<file path="src/rtl/sr_err_counter.sv">
// sr_err_counter: saturating mismatch counter with synchronous clear and increment enable
module sr_err_counter #(
  parameter int CNT_W = 4
) (
  input  logic             clk,
  input  logic             clr,
  input  logic             inc,
  output logic [CNT_W-1:0] cnt
);
  always_ff @(posedge clk)
    if (clr) cnt <= '0;
    else if (inc && cnt != '1) cnt <= cnt + CNT_W'(1);
endmodule

</file>
<file path="config.mk">
export PLATFORM = sky130hd
export DESIGN_NAME = sr_err_counter
export DESIGN_NICKNAME = d
export VERILOG_FILES = /design/src/rtl/sr_err_counter.sv
export SDC_FILE = /design/constraint.sdc
export NUM_CORES = 1
export LEC_CHECK = 0
export CAP_MARGIN = 20
export CELL_PAD_IN_SITES_DETAIL_PLACEMENT = 1
export CELL_PAD_IN_SITES_GLOBAL_PLACEMENT = 1
export CORE_AREA = 4 4 41 43
export CTS_CLUSTER_SIZE = 16
export DETAILED_ROUTE_END_ITERATION = 16
export DIE_AREA = 0 0 45 47
export PLACE_DENSITY_LB_ADDON = 0.1
export REMOVE_ABC_BUFFERS = 1
export SLEW_MARGIN = 20
export SYNTH_ARGS = -nofsm -noshare
export SYNTH_HDL_FRONTEND = slang
export SYNTH_SLANG_ARGS = --single-unit
</file>
<file path="constraint.sdc">
create_clock -name clk -period 3 [get_ports clk]
set_input_delay 0.45 -clock clk [delete_from_list [all_inputs] [get_ports clk]]
set_output_delay 0.45 -clock clk [all_outputs]
set_load 0.005 [all_outputs]
</file>
* After elaboration in Yosys (flattened, before gate mapping)
Cells that the tools add are included.
** Storage, ports and cells
- Word-level logic and storage cells :: 4
- Input bits :: 3
- Flip-flop bits (word level) :: 4
- Output and inout port bits :: 4
** Cells by class
- Reduce and logical (&&, ||, !) cells :: 1
- Equal/unequal tests :: 1
- Add/sub/neg operators :: 1
** Operators with widths (number)
- $add 4x1->4 const B :: 1
- $ne 4x4->1 const B :: 1
- $logic_and 1x1->1 :: 1

* Logic depth before layout (Yosys ltp)
Gate-level depths: netlist of run 1.
- Depth after elaboration :: 2
- Gate-level depth with buffers :: 4
- Gate-level depth less buffers :: 4

* Least setup slack after synthesis of run 1
No wires, ideal clock.
- Path kind :: reg2reg
- Start point :: register cnt[0]
- End point :: register cnt[0]
- Slack :: 1.735 ns
- Required time :: 2.879 ns
- Period minus slack after synthesis :: 1.265 ns
- Cell stages (with the launch flop) :: 5
- Path buffers :: 0
- Arrival :: 1.144 ns
- Setup time :: 0.121 ns
- Path through :: dfxtp_1 -> ha_1 -> and3_4 -> nor2b_4 -> mux2_4
** Between the ends
- Cells in the longest elaborated chain, start to end :: 2
- Elaborated cells between the ends (all ways) :: 3
- Classes of those cells :: add/sub (1); eq/ne (1); reduce/logical (1)
** RTL lines
- from (decl) :: RTL line 8 : output logic [CNT_W-1:0] cnt
- from (signal assigned) :: RTL line 12 : else if (inc && cnt != '1) cnt <= cnt + CNT_W'(1);
- branches (longest 2 deep; another with $add 4x1->4)
Several ways; the timed one is not identified.
A chain may end at the register's enable or synchronous reset.

* Final worst setup path of run 1
- Start point :: register cnt[2]
- End point :: output port cnt[2]
No word-level cell between the ends.

==> flow_metrics.tcl, run 1 <==
set metrics [dict create \
    outcome "finished clean" \
    synthDistinctLibCells 15 \
    clock-sinks 4 \
    cts_tree "done" \
    finalCritPeriodShare 0.538 \
    route.detailed.wl_per_inst_um 11.6 \
    die-width_um 45 \
    critPathMaxFanout 5 \
    worst_setup_path_end_kind "output pin" \
    drc 0 \
    synthesis.area_um2 209 \
    via_per_inst 4.16 \
    timing.critical_path.buf_inv 1 \
    gr-usage-all-layers 0.0546 \
    worstMarginPinSlew_ns 0.216 \
    cts_inserted_buffers 3 \
    p_seq_frac 0.407 \
    detail_route.wirelength_um 509 \
    antennaDiodeCount 0 \
    top_register "cnt" \
    worst_path_depth 1 \
    reg_top3 "cnt x4" \
    detailedRoute.firstIterationViolations 5 \
    min_from "cnt[3]$_SDFFE_PP0P_" \
    drive_above_1_share 0.241 \
    setup_viol 0 \
    finalNetCount 35 \
    cp_slowest_cell "clkdlybuf4s50_1" \
    full_die_area_mm2 0.00212 \
    via_count 183 \
    power.share.switching 0.222 \
    synth.top_cell.area_share 0.383 \
    cts-hold-fix-buffers 0 \
    comb_power_share 0.131 \
    final-max-slew-violation-count 0 \
    hold_depth 2 \
    static-leakage-power_nw 0.122 \
    finalWorstPathRequiredPeriod_ns 1.61 \
    rows 13 \
    critical_path_class "reg2out" \
    final_cell_area_um2 310 \
    timing.hold.worst.class "reg2reg" \
    timing.critical_path.max_delay_family "buffers and inverters" \
    clk_pin_slew_ns 0.04 \
    clkPwrFrac 0.462 \
    synth_most_common_cell "dfxtp_1" \
    synth_top_cells_by_count "dfxtp_1 (4), a21oi_1 (2), nand2b_1 (2)" \
    number_of_primary_i_o_pins 7 \
    overflow 0 \
    drt_pre_antenna_iters 2 \
    worst_setup_timing_slack_at_the_placement_stage_ns 1.40 \
    placed_cell_area_um2 288 \
    place.gp.congestion 0.679 \
    net-switching-power_w 0.0000325 \
    syn_avg_cell_area_um2 10.4 \
    worstSkewPairLatency_ns 0.24 \
    largest_net_degree_at_the_start_of_global_routing 7 \
    synthArstFlopShare 0 \
    cp-start-kind "register" \
    cp_data_required_time_ns 2.55 \
    grt_pass1_wl_um 690 \
    slew_headroom 0.856 \
    area_growth_syn_to_layout_pct 48.5 \
    fin_setup_tns_ns 0 \
    hold-worst-slack_ns 0.517 \
    fin_clk_skew_ns 0.00259 \
    cap_viol_max_count 0 \
    ys_warn_count 0 \
    yosysSeqAreaShare 0.383 \
    vdd_drop_max_mv 0.219 \
    synth.largest_area_cell "dfxtp_1" \
    crit_arrival_ns 1.16 \
    vertical_extent_of_the_die_um 47 \
    largest_register_ffs 4 \
    io_buffers 6 \
    detailedPlacementHpwl_um 372 \
    timing.final.ws_setup_ns 1.39 \
    clock_path_buffers 2 \
    placeableCoreArea_mm2 0.00130 \
    synth.ff_latch_count 4 \
    synth_cells 20 \
    max_fclk_ghz 0.619 \
    crit_path_cell_trace "clkdlybuf4s50_1" \
    cts_repair_resize_count 0 \
    cts_h_tree_depth 1 \
    hold_viol_final 0 \
    cp_slowest_stage_delay_ns 0.53 \
    crit_start "cnt[2]$_SDFFE_PP0P_" \
    number_of_antenna_violations_at_the_first_check_in_global_routing 0 \
    postSynth.topFlopCell "dfxtp_1" \
    post-cts-setup-buffer-count 0 \
    grt_setup_unrepaired "false" \
    floorplan.initialDensity 0.161 \
    r2r_start "cnt[0]$_SDFFE_PP0P_" \
    internal_power_w 0.000114 \
    power_density_mw_per_mm2 471 \
    r2r.worst_path.cells 4 \
    clock_tree.root_cell "clkbuf_4" \
    synth.top_cells.by_area "dfxtp_1 (38%), mux2_4 (7.2%), nor2b_4 (6.6%), ha_1 (6.0%), nand2b_1 (6.0%)" \
    synth-edff-count 0 \
    drtAntennaViolNets 0 \
    grt_pass1_vias 167 \
]
==> power by group through the flow <==
stage | Clock, W | Sequential [W] | Combinational, W
after floorplan | 0 | 0.0000599 | 0.00000837
after global placement | 0 | 0.0000604 | 0.0000189
after detailed placement | 0 | 0.0000602 | 0.0000193
after CTS | 0.0000717 | 0.0000595 | 0.0000196
after global routing | 0.0000778 | 0.0000599 | 0.0000209
final | 0.0000675 | 0.0000595 | 0.0000192
==> path summary, 6_finish.rpt <==
| check | to | slack [ns] |
|---|---|---|
| worst max-delay path | cnt[2] | 1.39 |
| worst min-delay path | cnt[3]$_SDFFE_PP0P_ | 0.52 |
| worst max register to register | cnt[0]$_SDFFE_PP0P_ | 1.65 |
| worst min register to register | cnt[3]$_SDFFE_PP0P_ | 0.52 |
==> layer usage <==
| layer | routed length, um | GRT usage | up-vias |
|---|---|---|---|
| met5 | 0 | 0 | - |
| met4 | 0 | 0.0175 | 0 |
| met3 | 91 | 0.0766 | 0 |
| met2 | 181 | 0.0650 | 10 |
| met1 | 236 | 0.0525 | 82 |
| li1 | - | - | 91 |
==> placed cells by master (no fill, tap or decap), types with 2 or more instances in the layout <==
| cell type | instances |
|---|---|
| nand2b_1 | 2 |
| dfxtp_1 | 4 |
| a21oi_1 | 2 |
| clkbuf_4 | 3 |
| clkdlybuf4s50_1 | 6 |
==> stage by stage <==
step                      utilization  power (W)  instances
after floorplan                     -  0.0000683         20
after global placement          0.221  0.0000793         41
after detailed placement        0.221  0.0000795         41
after CTS                       0.238   0.000151         44
final                           0.238   0.000146         44
after global routing            0.238   0.000159         44
==> kinds of logic after synthesis <==
family          Yosys count  share of synthesized area
mux                       2                      0.120
flops                     4                      0.383
simple gates             10                      0.365
fa+ha+maj                 1                     0.0599
compound gates            3                     0.0718
==> final cells by class <==
type	count	area (um^2)
Fill cell	161	991
Multi-Input combinational cell	16	129
Timing Repair Buffer	6	60.1
Clock buffer	3	22.5
Sequential cell	4	80.1
Tap cell	15	18.8
(Power assumes the default switching activity.)
==> run 2: changes to the inputs <==
==> constraint.sdc (replaced) <==
create_clock -name clk -period 1.7 [get_ports clk]
set_input_delay 0.255 -clock clk [delete_from_list [all_inputs] [get_ports clk]]
set_output_delay 0.255 -clock clk [all_outputs]
set_load 0.005 [all_outputs]
==> run 2 against run 1 <==
Via count shrank 3.3%. Largest power group unchanged. Sequential cell count is the same. Critical path depth is the same. Register-to-register slack lost 1.3 ns. Utilization is the same. Clock power grew 72%. Largest cell class unchanged. Worst setup slack lost 1.1 ns. Cell count is the same.
==> flow_metrics.tcl, run 2 (synthesized netlist as in run 1, its figures left out) <==
set metrics [dict create \
    outcome "finished clean" \
    timing.critical_path.buf_inv 1 \
    cp_slowest_stage_delay_ns 0.53 \
    critPathMaxFanout 5 \
    cts_repair_resize_count 0 \
    cts-hold-fix-buffers 0 \
    commonest_non_fill_non_tap_cells_in_the_layout "clkdlybuf4s50_1 (6), dfxtp_1 (4), clkbuf_4 (3)" \
    cp_data_required_time_ns 1.44 \
    number_of_antenna_violations_at_the_first_check_in_global_routing 0 \
    io_buffers 6 \
    drive_above_1_share 0.241 \
    slew_headroom 0.865 \
    cts_tree "done" \
    place.gp.congestion 0.679 \
    worst_setup_path_end_kind "output pin" \
    cap_viol_max_count 0 \
    finalNetCount 35 \
    crit_path_cell_trace "clkdlybuf4s50_1" \
    via_count 177 \
    die-width_um 45 \
    cts_inserted_buffers 3 \
    overflow 0 \
    grt_pass1_wl_um 703 \
    worstMarginPinSlew_ns 0.201 \
    static-leakage-power_nw 0.122 \
    clock_path_buffers 2 \
    hold_viol_final 0 \
    r2r.worst_path.cells 4 \
    power_density_mw_per_mm2 822 \
    gr-usage-all-layers 0.0522 \
    cts_h_tree_depth 1 \
    clk_pin_slew_ns 0.04 \
    placeableCoreArea_mm2 0.00130 \
    final-max-slew-violation-count 0 \
    worst_hold_path.endpoint "cnt[3]$_SDFFE_PP0P_" \
    timing.hold.worst.class "reg2reg" \
    worstSkewPairLatency_ns 0.23 \
    min_from "cnt[3]$_SDFFE_PP0P_" \
    post-cts-setup-buffer-count 0 \
    max_fclk_ghz 0.705 \
    floorplan.initialDensity 0.161 \
    drc 0 \
    full_die_area_mm2 0.00212 \
    top_register "cnt" \
    route.detailed.wl_per_inst_um 11.0 \
    r2r_start "cnt[0]$_SDFFE_PP0P_" \
    via_per_inst 4.02 \
    hold_depth 2 \
    rows 13 \
    crit_arrival_ns 1.16 \
    fin_clk_skew_ns 0.00106 \
    fillers 155 \
    setup_viol 0 \
    antennaDiodeCount 0 \
    vertical_extent_of_the_die_um 47 \
    r2r_slack_ns 0.36 \
    detail_route.wirelength_um 486 \
    grt_pass1_vias 178 \
    finalWorstPathRequiredPeriod_ns 1.42 \
    hold-worst-slack_ns 0.517 \
    area_growth_syn_to_layout_pct 48.5 \
    timing.rr.end "cnt[0]$_SDFFE_PP0P_" \
    post-route-util 0.238 \
    clock_tree.root_cell "clkbuf_4" \
    timing.critical_path.max_delay_family "buffers and inverters" \
    grt_setup_unrepaired "false" \
    reg_top3 "cnt x4" \
    finalCritPeriodShare 0.835 \
    fin_setup_tns_ns 0 \
    detailedRoute.firstIterationViolations 1 \
    clock-sinks 4 \
    drtAntennaViolNets 0 \
    cp_slowest_cell "clkdlybuf4s50_1" \
    drt_pre_antenna_iters 2 \
    number_of_primary_i_o_pins 7 \
    cp-start-kind "register" \
    largest_net_degree_at_the_start_of_global_routing 7 \
    vdd_drop_max_mv 0.409 \
    largest_register_ffs 4 \
    critical_path_class "reg2out" \
    layout.cells.most_common "clkdlybuf4s50_1" \
]
-- run 2: layout make-up --
class | count | area [um^2] | share of cell area
clock buffers | 3 | 22.5 | 0.0726
flip-flops and latches | 4 | 80.1 | 0.258
repair buffers | 6 | 60.1 | 0.194
multi-input cells | 16 | 129 | 0.415
well taps | 15 | 18.8 | 0.0605
-- run 2: stage by stage --
| stage | cell area (um^2) | std cells | worst slack, ns | power, W |
|---|---|---|---|---|
| 3_3_place_gp | 288 | 41 | 0.299 | 0.000140 |
| 3_5_place_dp | 288 | 41 | 0.296 | 0.000140 |
| 4_1_cts | 310 | 44 | 0.268 | 0.000263 |
| 2_1_floorplan | 209 | 20 | 0.435 | 0.000120 |
| 6_report | 310 | 44 | 0.281 | 0.000255 |
| 5_1_grt | 310 | 44 | 0.235 | 0.000275 |
-- run 2: how the worst max path moves through the flow --
stage | from | endpoint | slack (ns) | depth (start not counted)
global placement | inc | cnt[0]$_SDFFE_PP0P_ | 0.30 | 3
floorplan | cnt[0]$_SDFFE_PP0P_ | cnt[0]$_SDFFE_PP0P_ | 0.43 | 4
CTS | cnt[0]$_SDFFE_PP0P_ | cnt[0] | 0.27 | 1
finish | cnt[0]$_SDFFE_PP0P_ | cnt[0] | 0.28 | 1
global route | cnt[0]$_SDFFE_PP0P_ | cnt[0] | 0.23 | 1
detailed placement | inc | cnt[0]$_SDFFE_PP0P_ | 0.30 | 3
-- run 2: routing by layer --
metal | part of all wire | global-route usage
met3 | 0.14 | 0.0690
met5 | 0 | 0
met1 | 0.49 | 0.0479
met2 | 0.36 | 0.0678
met4 | 0 | 0.0175
-- run 2: report_power, final --
| part | internal, W | switching (W) | total (W) | leakage, nW |
|---|---|---|---|---|
| logic | 0.0000225 | 0.0000116 | 0.0000341 | 0.0752 |
| registers | 0.0000993 | 0.00000589 | 0.000105 | 0.0326 |
| clock network | 0.0000788 | 0.0000368 | 0.000116 | 0.0138 |
